**config.mk**
```make
export PLATFORM = sky130hd
export DESIGN_NAME = spi_rd_word_buffer
export DESIGN_NICKNAME = d
export VERILOG_FILES = /design/src/rtl/spi_flash_pkg.sv /design/src/rtl/spi_rd_sync_fifo.sv /design/src/rtl/spi_rd_word_buffer.sv
export SDC_FILE = /design/constraint.sdc
export NUM_CORES = 1
export LEC_CHECK = 0
export ABC_AREA = 1
export ABC_CLOCK_PERIOD_IN_PS = 7950
export BUFFER_PORTS_ARGS = -buffer_cell sky130_fd_sc_hd__clkbuf_2
export CORE_MARGIN = 4
export CORE_UTILIZATION = 45
export CTS_CLUSTER_DIAMETER = 40
export DETAILED_ROUTE_END_ITERATION = 7
export GPL_TIMING_DRIVEN = 0
export PLACE_DENSITY = 0.57
export SLEW_MARGIN = 10
export SYNTH_ARGS = -nofsm -noshare
export SYNTH_HDL_FRONTEND = slang
export SYNTH_SLANG_ARGS = --single-unit
```
**constraint.sdc**
```tcl
create_clock -name system_clk -period 7.95 [get_ports system_clk]
set_input_delay 0.795 -clock system_clk [delete_from_list [all_inputs] [get_ports system_clk]]
set_output_delay 0.795 -clock system_clk [all_outputs]
set_load 0.03 [all_outputs]
```
**src/rtl/spi_flash_pkg.sv**
```systemverilog
// Shared constants and types for the SPI flash read path (read engine and word buffer).
package spi_flash_pkg;

    localparam int BYTES_PER_WORD = 4;
    localparam int WORD_W         = 32;
    localparam logic [31:0] DIE_SIZE = 32'h0200_0000;

    typedef enum logic [7:0] {
        RD_SLOW     = 8'h03,
        RD_FAST     = 8'h0B,
        RD_DUAL_OUT = 8'h3B,
        RD_QUAD_OUT = 8'h6B
    } rd_mode_e;

    typedef struct packed {
        logic [2:0]        bytes;
        logic [WORD_W-1:0] data;
    } rd_word_t;

    // Bit offset of a byte lane; big-endian fills from the top lane down (3-lane == ~lane).
    function automatic logic [4:0] lane_shift(input logic [1:0] lane, input logic big_endian);
        return big_endian ? {~lane, 3'b000} : {lane, 3'b000};
    endfunction

endpackage

```
**src/rtl/spi_rd_sync_fifo.sv**
```systemverilog
// First-word-fall-through synchronous FIFO of packed read words with level and drop reporting.
module spi_rd_sync_fifo
    import spi_flash_pkg::*;
#(
    parameter int DEPTH = 16
) (
    input  logic                     clk,
    input  logic                     srst,
    input  logic                     wr_en,
    input  rd_word_t                 wr_data,
    input  logic                     rd_en,
    output logic                     rd_valid,
    output rd_word_t                 rd_data,
    output logic [$clog2(DEPTH):0]   level,
    output logic [$clog2(DEPTH):0]   level_next,
    output logic                     drop
);
    localparam int AW = $clog2(DEPTH);

    rd_word_t      mem [DEPTH];
    logic [AW:0]   wr_cnt, rd_cnt;
    logic          empty, full, push, pop;

    // Counters carry one extra bit so full and empty stay distinguishable.
    assign level      = wr_cnt - rd_cnt;
    assign empty      = (level == '0);
    assign full       = level[AW];
    assign pop        = rd_en & ~empty;
    assign push       = wr_en & (~full | pop);
    assign drop       = wr_en & full & ~pop;
    assign level_next = level + (AW+1)'(push) - (AW+1)'(pop);

    assign rd_valid = ~empty;
    assign rd_data  = empty ? '0 : mem[rd_cnt[AW-1:0]];

    always_ff @(posedge clk) begin
        if (srst) begin
            wr_cnt <= '0;
            rd_cnt <= '0;
        end else begin
            if (push) wr_cnt <= wr_cnt + 1'b1;
            if (pop)  rd_cnt <= rd_cnt + 1'b1;
        end
    end

    always_ff @(posedge clk) begin
        if (push) mem[wr_cnt[AW-1:0]] <= wr_data;
    end

endmodule

```
**src/rtl/spi_rd_word_buffer.sv**
```systemverilog
// Packs the flash read byte stream into 32-bit words and buffers them for the consumer.
// Define SPI_RD_BUF_BIG_ENDIAN_EN to pack the first byte into bits [31:24].
module spi_rd_word_buffer
    import spi_flash_pkg::*;
#(
    parameter int DEPTH        = 16,
    parameter int AFULL_MARGIN = 2
) (
    input  logic                     system_clk,
    input  logic                     system_reset,
    input  logic                     soft_clear,
    input  logic                     byte_valid,
    input  logic [7:0]               byte_data,
    input  logic                     byte_last,
    output logic                     fifo_full,
    output logic                     word_valid,
    output logic [WORD_W-1:0]        word_data,
    output logic [2:0]               word_bytes,
    input  logic                     word_ready,
    output logic [$clog2(DEPTH):0]   level,
    output logic                     overflow
);
    localparam int LW = $clog2(DEPTH) + 1;
`ifdef SPI_RD_BUF_BIG_ENDIAN_EN
    localparam logic BIG_ENDIAN = 1'b1;
`else
    localparam logic BIG_ENDIAN = 1'b0;
`endif

    logic              srst;
    logic [1:0]        lane_cnt;
    logic [WORD_W-1:0] acc;
    logic [WORD_W-1:0] acc_next;
    logic              completes;
    logic              push_pend;
    rd_word_t          push_word;
    rd_word_t          head;
    logic [LW-1:0]     level_next;
    logic              drop;

    assign srst = system_reset | soft_clear;

    always_comb begin
        acc_next  = acc | (WORD_W'(byte_data) << lane_shift(lane_cnt, BIG_ENDIAN));
        completes = byte_valid & ((lane_cnt == 2'd3) | byte_last);
    end

    // Completed word is staged one cycle, so the packer keeps accepting bytes meanwhile.
    always_ff @(posedge system_clk) begin
        if (srst) begin
            lane_cnt  <= '0;
            acc       <= '0;
            push_pend <= 1'b0;
            push_word <= '0;
        end else begin
            push_pend <= completes;
            if (completes) begin
                push_word.data  <= acc_next;
                push_word.bytes <= {1'b0, lane_cnt} + 3'd1;
            end
            if (byte_valid) begin
                if (completes) begin
                    acc      <= '0;
                    lane_cnt <= '0;
                end else begin
                    acc      <= acc_next;
                    lane_cnt <= lane_cnt + 2'd1;
                end
            end
        end
    end

    spi_rd_sync_fifo #(.DEPTH(DEPTH)) u_fifo (
        .clk        (system_clk),
        .srst       (srst),
        .wr_en      (push_pend),
        .wr_data    (push_word),
        .rd_en      (word_ready),
        .rd_valid   (word_valid),
        .rd_data    (head),
        .level      (level),
        .level_next (level_next),
        .drop       (drop)
    );

    assign word_data  = head.data;
    assign word_bytes = head.bytes;

    // Almost-full tracks the level the FIFO will hold after this edge.
    always_ff @(posedge system_clk) begin
        if (srst) begin
            fifo_full <= 1'b0;
            overflow  <= 1'b0;
        end else begin
            fifo_full <= (level_next >= LW'(DEPTH - AFULL_MARGIN));
            overflow  <= overflow | drop;
        end
    end

endmodule

```
* Yosys cells after proc, flatten, opt, wreduce, memory -nomap -nowiden
Memory sizes are Yosys's and may differ from the RTL's. A register that Yosys moved wholly into a read port is not among the register bits. Index checks and enable logic that the tools add are counted.
Operators by class: $add $sub $neg 7, muxes and demuxes 7, equality and inequality tests 1, reduce and logical (&&, ||, !) cells 1, $lt $le $gt $ge 1, shift-type cells 1, bitwise gates (word level) 13
Operator list (count):
- 35-bit 2-to-1 mux | 1
- 32-bit 2-to-1 mux | 1
- 32-bit bitwise OR | 1
- 8-bit by 5-bit << shifter with 32-bit output | 1
- 5-bit by 1-bit adder with 5-bit output (second input constant) | 2
- 4-bit 2-to-1 mux | 2
- 5-bit by 1-bit adder with 5-bit output | 1
- 1-bit bitwise AND | 5
- 5-bit by 4-bit greater-or-equal comparator with 1-bit output (second input constant) | 1
- 5-bit zero test | 1
- 5-bit by 1-bit subtractor with 5-bit output | 1
- 5-bit subtractor | 1
- 1-bit bitwise OR | 4
- 2-bit by 1-bit adder with 3-bit output (second input constant) | 1
- 1-bit NOT | 3
- 2-bit by 1-bit adder with 2-bit output (second input constant) | 1
- 2-bit == test (second input constant) | 1
- 1-bit 2-to-1 mux | 2
- 2-bit 2-to-1 mux | 1
Word-level totals: memories 1, RAM bits 560, bits in registers 82
Memory list:
- u_fifo.mem | words 16, width 35, read ports 1, clocked after memory_dff 1, write ports 1, RTL line spi_rd_sync_fifo.sv:20 | rd_word_t mem [DEPTH];

* Longest topological paths before layout
word-level depth 9, mapped depth 27

* By module
A second synthesis with hierarchy kept.
Unflattened totals: cells, all modules 2485, area, all modules 26685.6 µm²
Modules (own cells, without submodules):
- spi_rd_sync_fifo | area an instance 23369.9 µm², times used 1, cells an instance 1972
- spi_rd_word_buffer | area an instance 3315.7 µm², times used 1, cells an instance 513

* Worst setup path after synthesis
No wires, ideal clock.
path type register to output, start point register u_fifo.wr_cnt[0], end point output word_bytes[0], required time 7.155 ns, slack 4.028 ns, data arrival time 3.127 ns, path buffers 1, cell stages (with the launch flop) 13, cell sequence dfxtp_1 > inv_1 > ha_1 > fa_1 > xnor2_1 > inv_1 > ha_1 > nand2_1 > nor2_1 > nand2_2 > buf_2 > nand2_1 > a31oi_1
On the way: word-level cells in the longest chain between the ends 3
Ends and longest elaborated chain:
- start: declaration | RTL line spi_rd_sync_fifo.sv:21 | logic [AW:0] wr_cnt, rd_cnt;
- start signal: assignment | RTL line spi_rd_sync_fifo.sv:41 | if (push) wr_cnt <= wr_cnt + 1'b1;
- 5-bit subtractor | RTL line spi_rd_sync_fifo.sv:25 | assign level = wr_cnt - rd_cnt;
- net level[2] | RTL line spi_rd_word_buffer.sv:20 | output logic [$clog2(DEPTH):0] level,
- 5-bit zero test | RTL line spi_rd_sync_fifo.sv:26 | assign empty = (level == '0);
- 35-bit 2-to-1 mux | RTL line spi_rd_sync_fifo.sv:34 | assign rd_data = empty ? '0 : mem[rd_cnt[AW-1:0]];
- end: declaration | RTL line spi_rd_word_buffer.sv:18 | output logic [2:0] word_bytes,
The timed path passes the listed nets, and every way through them passes these cells.

* Worst setup path in the final report
start point register u_fifo.wr_cnt[0], end point output word_data[3]
On the way: word-level cells in the longest chain between the ends 3
Ends and longest elaborated chain:
- 5-bit subtractor | RTL line spi_rd_sync_fifo.sv:25
- 5-bit zero test | RTL line spi_rd_sync_fifo.sv:26
- 35-bit 2-to-1 mux | RTL line spi_rd_sync_fifo.sv:34
- end: declaration | RTL line spi_rd_word_buffer.sv:17 | output logic [WORD_W-1:0] word_data,
Every way passes these cells.

==> flow_summary.yaml <==
finish:
  regArea_um2: 18500
  post-route-util_pct: 54.7
  fillers: 4761
  fin_nets: 2469
  layout-drive-gt1-share_pct: 13.7
  syn2layout_area_growth_pct: 19.5
  multiInputGateArea_um2: 6560
  n_antenna_cell: 0
route:
  ant_nets: 0
  drc: 0
  avgRoutedWirePerCell_um: 23.1
  dr.pass1.iters: 5
  routed.top_layer: "met4"
  met3_length_um: 5670
  vias: 18199
  wl_met1_um: 31900
  drt_iter0_markers: 1857
  totalWireLength_um: 75600
  drt-vias-per-instance: 5.56
  wl_met2_um: 35400
sta:
  fmax_mhz: 218
  holdWs_ps: 456
  hold_viol: 0
  rsz0062_at_grt: "false"
  worst_slew_pin_slew_ps: 1170
  slew_headroom_pct: 21.7
  setup_viol: 0
  skew_ps: 21.5
  finalMaxSlewViolations: 0
  post-route-period-util_pct: 57.7
  min_period_ps: 4590
  fin_setup_tns_ps: 0
grt:
  grt_pass1_vias: 17527
  grt-ovfl-total: 0
  grt_pass1_wl_um: 111000
  grt_max_degree: 23
  antenna_found_initial: 2
  track_usage_pct: 24.7
power_and_ir_drop:
  powerDensity_nw_per_um2: 294
  power.leakage_uw: 0.0112
  max-vdd-ir-drop_mv: 0.155
critical_path:
  crit_path_end_kind: "output pin"
  start_kind: "flip-flop"
  critPathRequiredTime_ps: 7150
  cp.arrival_ps: 3800
  path_class: "flip-flop to output pin"
  cp_max_fo: 10
floorplanning:
  rows: 87
  io_pins: 57
  core_area_um2: 56700
  initial_core_util_pct: 45.8
  dieArea_um2: 61600
  die_h_um: 248
  die_x_um: 248
clock_tree:
  htree_levels: 3
  worstSkewPairLatency_ps: 640
  clockRootBuffer: "clkbuf_16"
  cts_tree: "yes"
  post_cts_buffers: 0
  cts_buffers: 96
  cts_hold_buf: 0
  cts.sinks: 646
  cts_resized: 0
  cts.path.max_buffers: 3
  path_clk_slew_ps: 50
synth:
  synthArstFlopShare_pct: 0
  synth_edf_count: 560
  syn_nets: 2296
  synth_cell_types: 28
  synthCells: 2265
  avgSynthCellArea_um2: 11.5
  synth_top_flop_cell: "edfxtp_1"
  ys_seq_area_share_pct: 71.4
  ys_warn_count: 0
  syn_area_um2: 26000
  ys_seq_elements: 646
place:
  gp_congestion: 0.853
  io_buffers: 56
  dp_hpwl_um: 49400
outcome:
  status: "finished, final reports clean"
worst_hold_path:
  hp-class: "flip-flop to flip-flop"
job:
  max-cap-violations: 0
## synth_stat cells, types with 3 or more instances
library cell | number | share of area [%]
dfxtp_1 | 86 | 6.6
xor2_1 | 5 | 0.17
edfxtp_1 | 560 | 65
buf_4 | 3 | 0.087
nand2_2 | 4 | 0.096
o21ai_0 | 62 | 1.2
nor2_1 | 33 | 0.48
buf_1 | 15 | 0.22
clkbuf_1 | 55 | 0.80
a2111oi_0 | 24 | 0.81
nor3_1 | 8 | 0.15
a21oi_1 | 49 | 0.94
a31oi_1 | 43 | 1.0
inv_2 | 5 | 0.072
inv_1 | 76 | 1.1
xnor2_1 | 4 | 0.13
nand3_1 | 486 | 9.4
ha_1 | 15 | 0.72
buf_2 | 71 | 1.4
nand2_1 | 647 | 9.4
## metrics by stage
| step | setup WS [ps] | power (uW) | instance area [um2] | instances |
|---|---|---|---|---|
| detailed placement | 3950 | 4920 | 27700 | 3096 |
| global placement | 2170 | 4910 | 27200 | 3077 |
| CTS | 3340 | 9150 | 31000 | 3274 |
| floorplan | 4030 | 4510 | 26000 | 2265 |
| global route | 3170 | 9430 | 31000 | 3274 |
| finish | 3360 | 9110 | 31000 | 3274 |
## worst max-delay path: stages, from the launching register on
cell and delay, ps:
dfxtp_1 390, inv_1 120, ha_1 230, fa_1 410, xnor2_1 280, inv_1 110
ha_1 210, nand2_1 60, nor2_1 50, nand2_2 230, buf_6 240, nand2_1 70
a31oi_1 450, clkbuf_2 310
## flip-flops by register name, indices dropped and copies added (netlist names), named ones only
register	cells
overflow	1
u_fifo.wr_cnt	5
u_fifo.rd_cnt	5
fifo_full	1
u_fifo.mem	560
push_word	35
acc	32
lane_cnt	2
push_pend	1
## final cells by class
type / count / share of cell area [%]
plain buffers: 147 / 2.15
flip-flops and latches: 646 / 59.7
repair buffers: 75 / 2.32
multi-input cells: 1389 / 21.1
well taps: 756 / 3.05
inverters: 83 / 1.00
clock buffers: 110 / 8.22
clock inverters: 68 / 2.36
## routing by layer
layer / GRT usage (%) / vias up
met5: 0 / -
met4: 9.40 / 0
met3: 4.32 / 132
met2: 39.5 / 755
met1: 34.0 / 8898
li1: - / 8414
## placed cells by master, fill, tap and decap left out, drive strengths merged
cell        n
edfxtp    560
dfxtp      86
clkbuf    222
ha         15
nor2       33
nand3     488
inv       101
a2111oi    24
nand2     651
clkinvlp    9
xor2        5
o21ai      64
xnor2       4
fa          2
a31oi      43
buf       110
or2         3
bufinv      9
nor3        8
a21oi      49
clkinv     32
## final timing paths
| path | slack, ps | startpoint | end | cells past startpoint |
|---|---|---|---|---|
| worst min register to register | 460 | overflow | overflow | 2 |
| worst min-delay path | 460 | overflow | overflow | 2 |
| worst max-delay path | 3360 | u_fifo.wr_cnt[0] | word_data[3] | 13 |
| worst max register to register | 3950 | u_fifo.wr_cnt[0] | fifo_full | 22 |
## where the power goes
part | total (uW) | internal, uW | switching [uW] | leakage [uW]
Clock | 4250 | 2640 | 1620 | 0.00159
Combinational | 1140 | 304 | 838 | 0.00408
Sequential | 3720 | 3680 | 38.9 | 0.00555
Total | 9110 | 6620 | 2490 | 0.0112
## logic make-up after synthesis
logic type      after synthesis  synth area share [%]
simple gates               1183                  19.6
flops                       646                  71.4
buf+inv                     230                  3.77
compound gates              180                  4.02
fa+ha+maj                    17                 0.877
xor+xnor                      9                 0.304
Note: power is estimated with default switching activity, not from simulation.
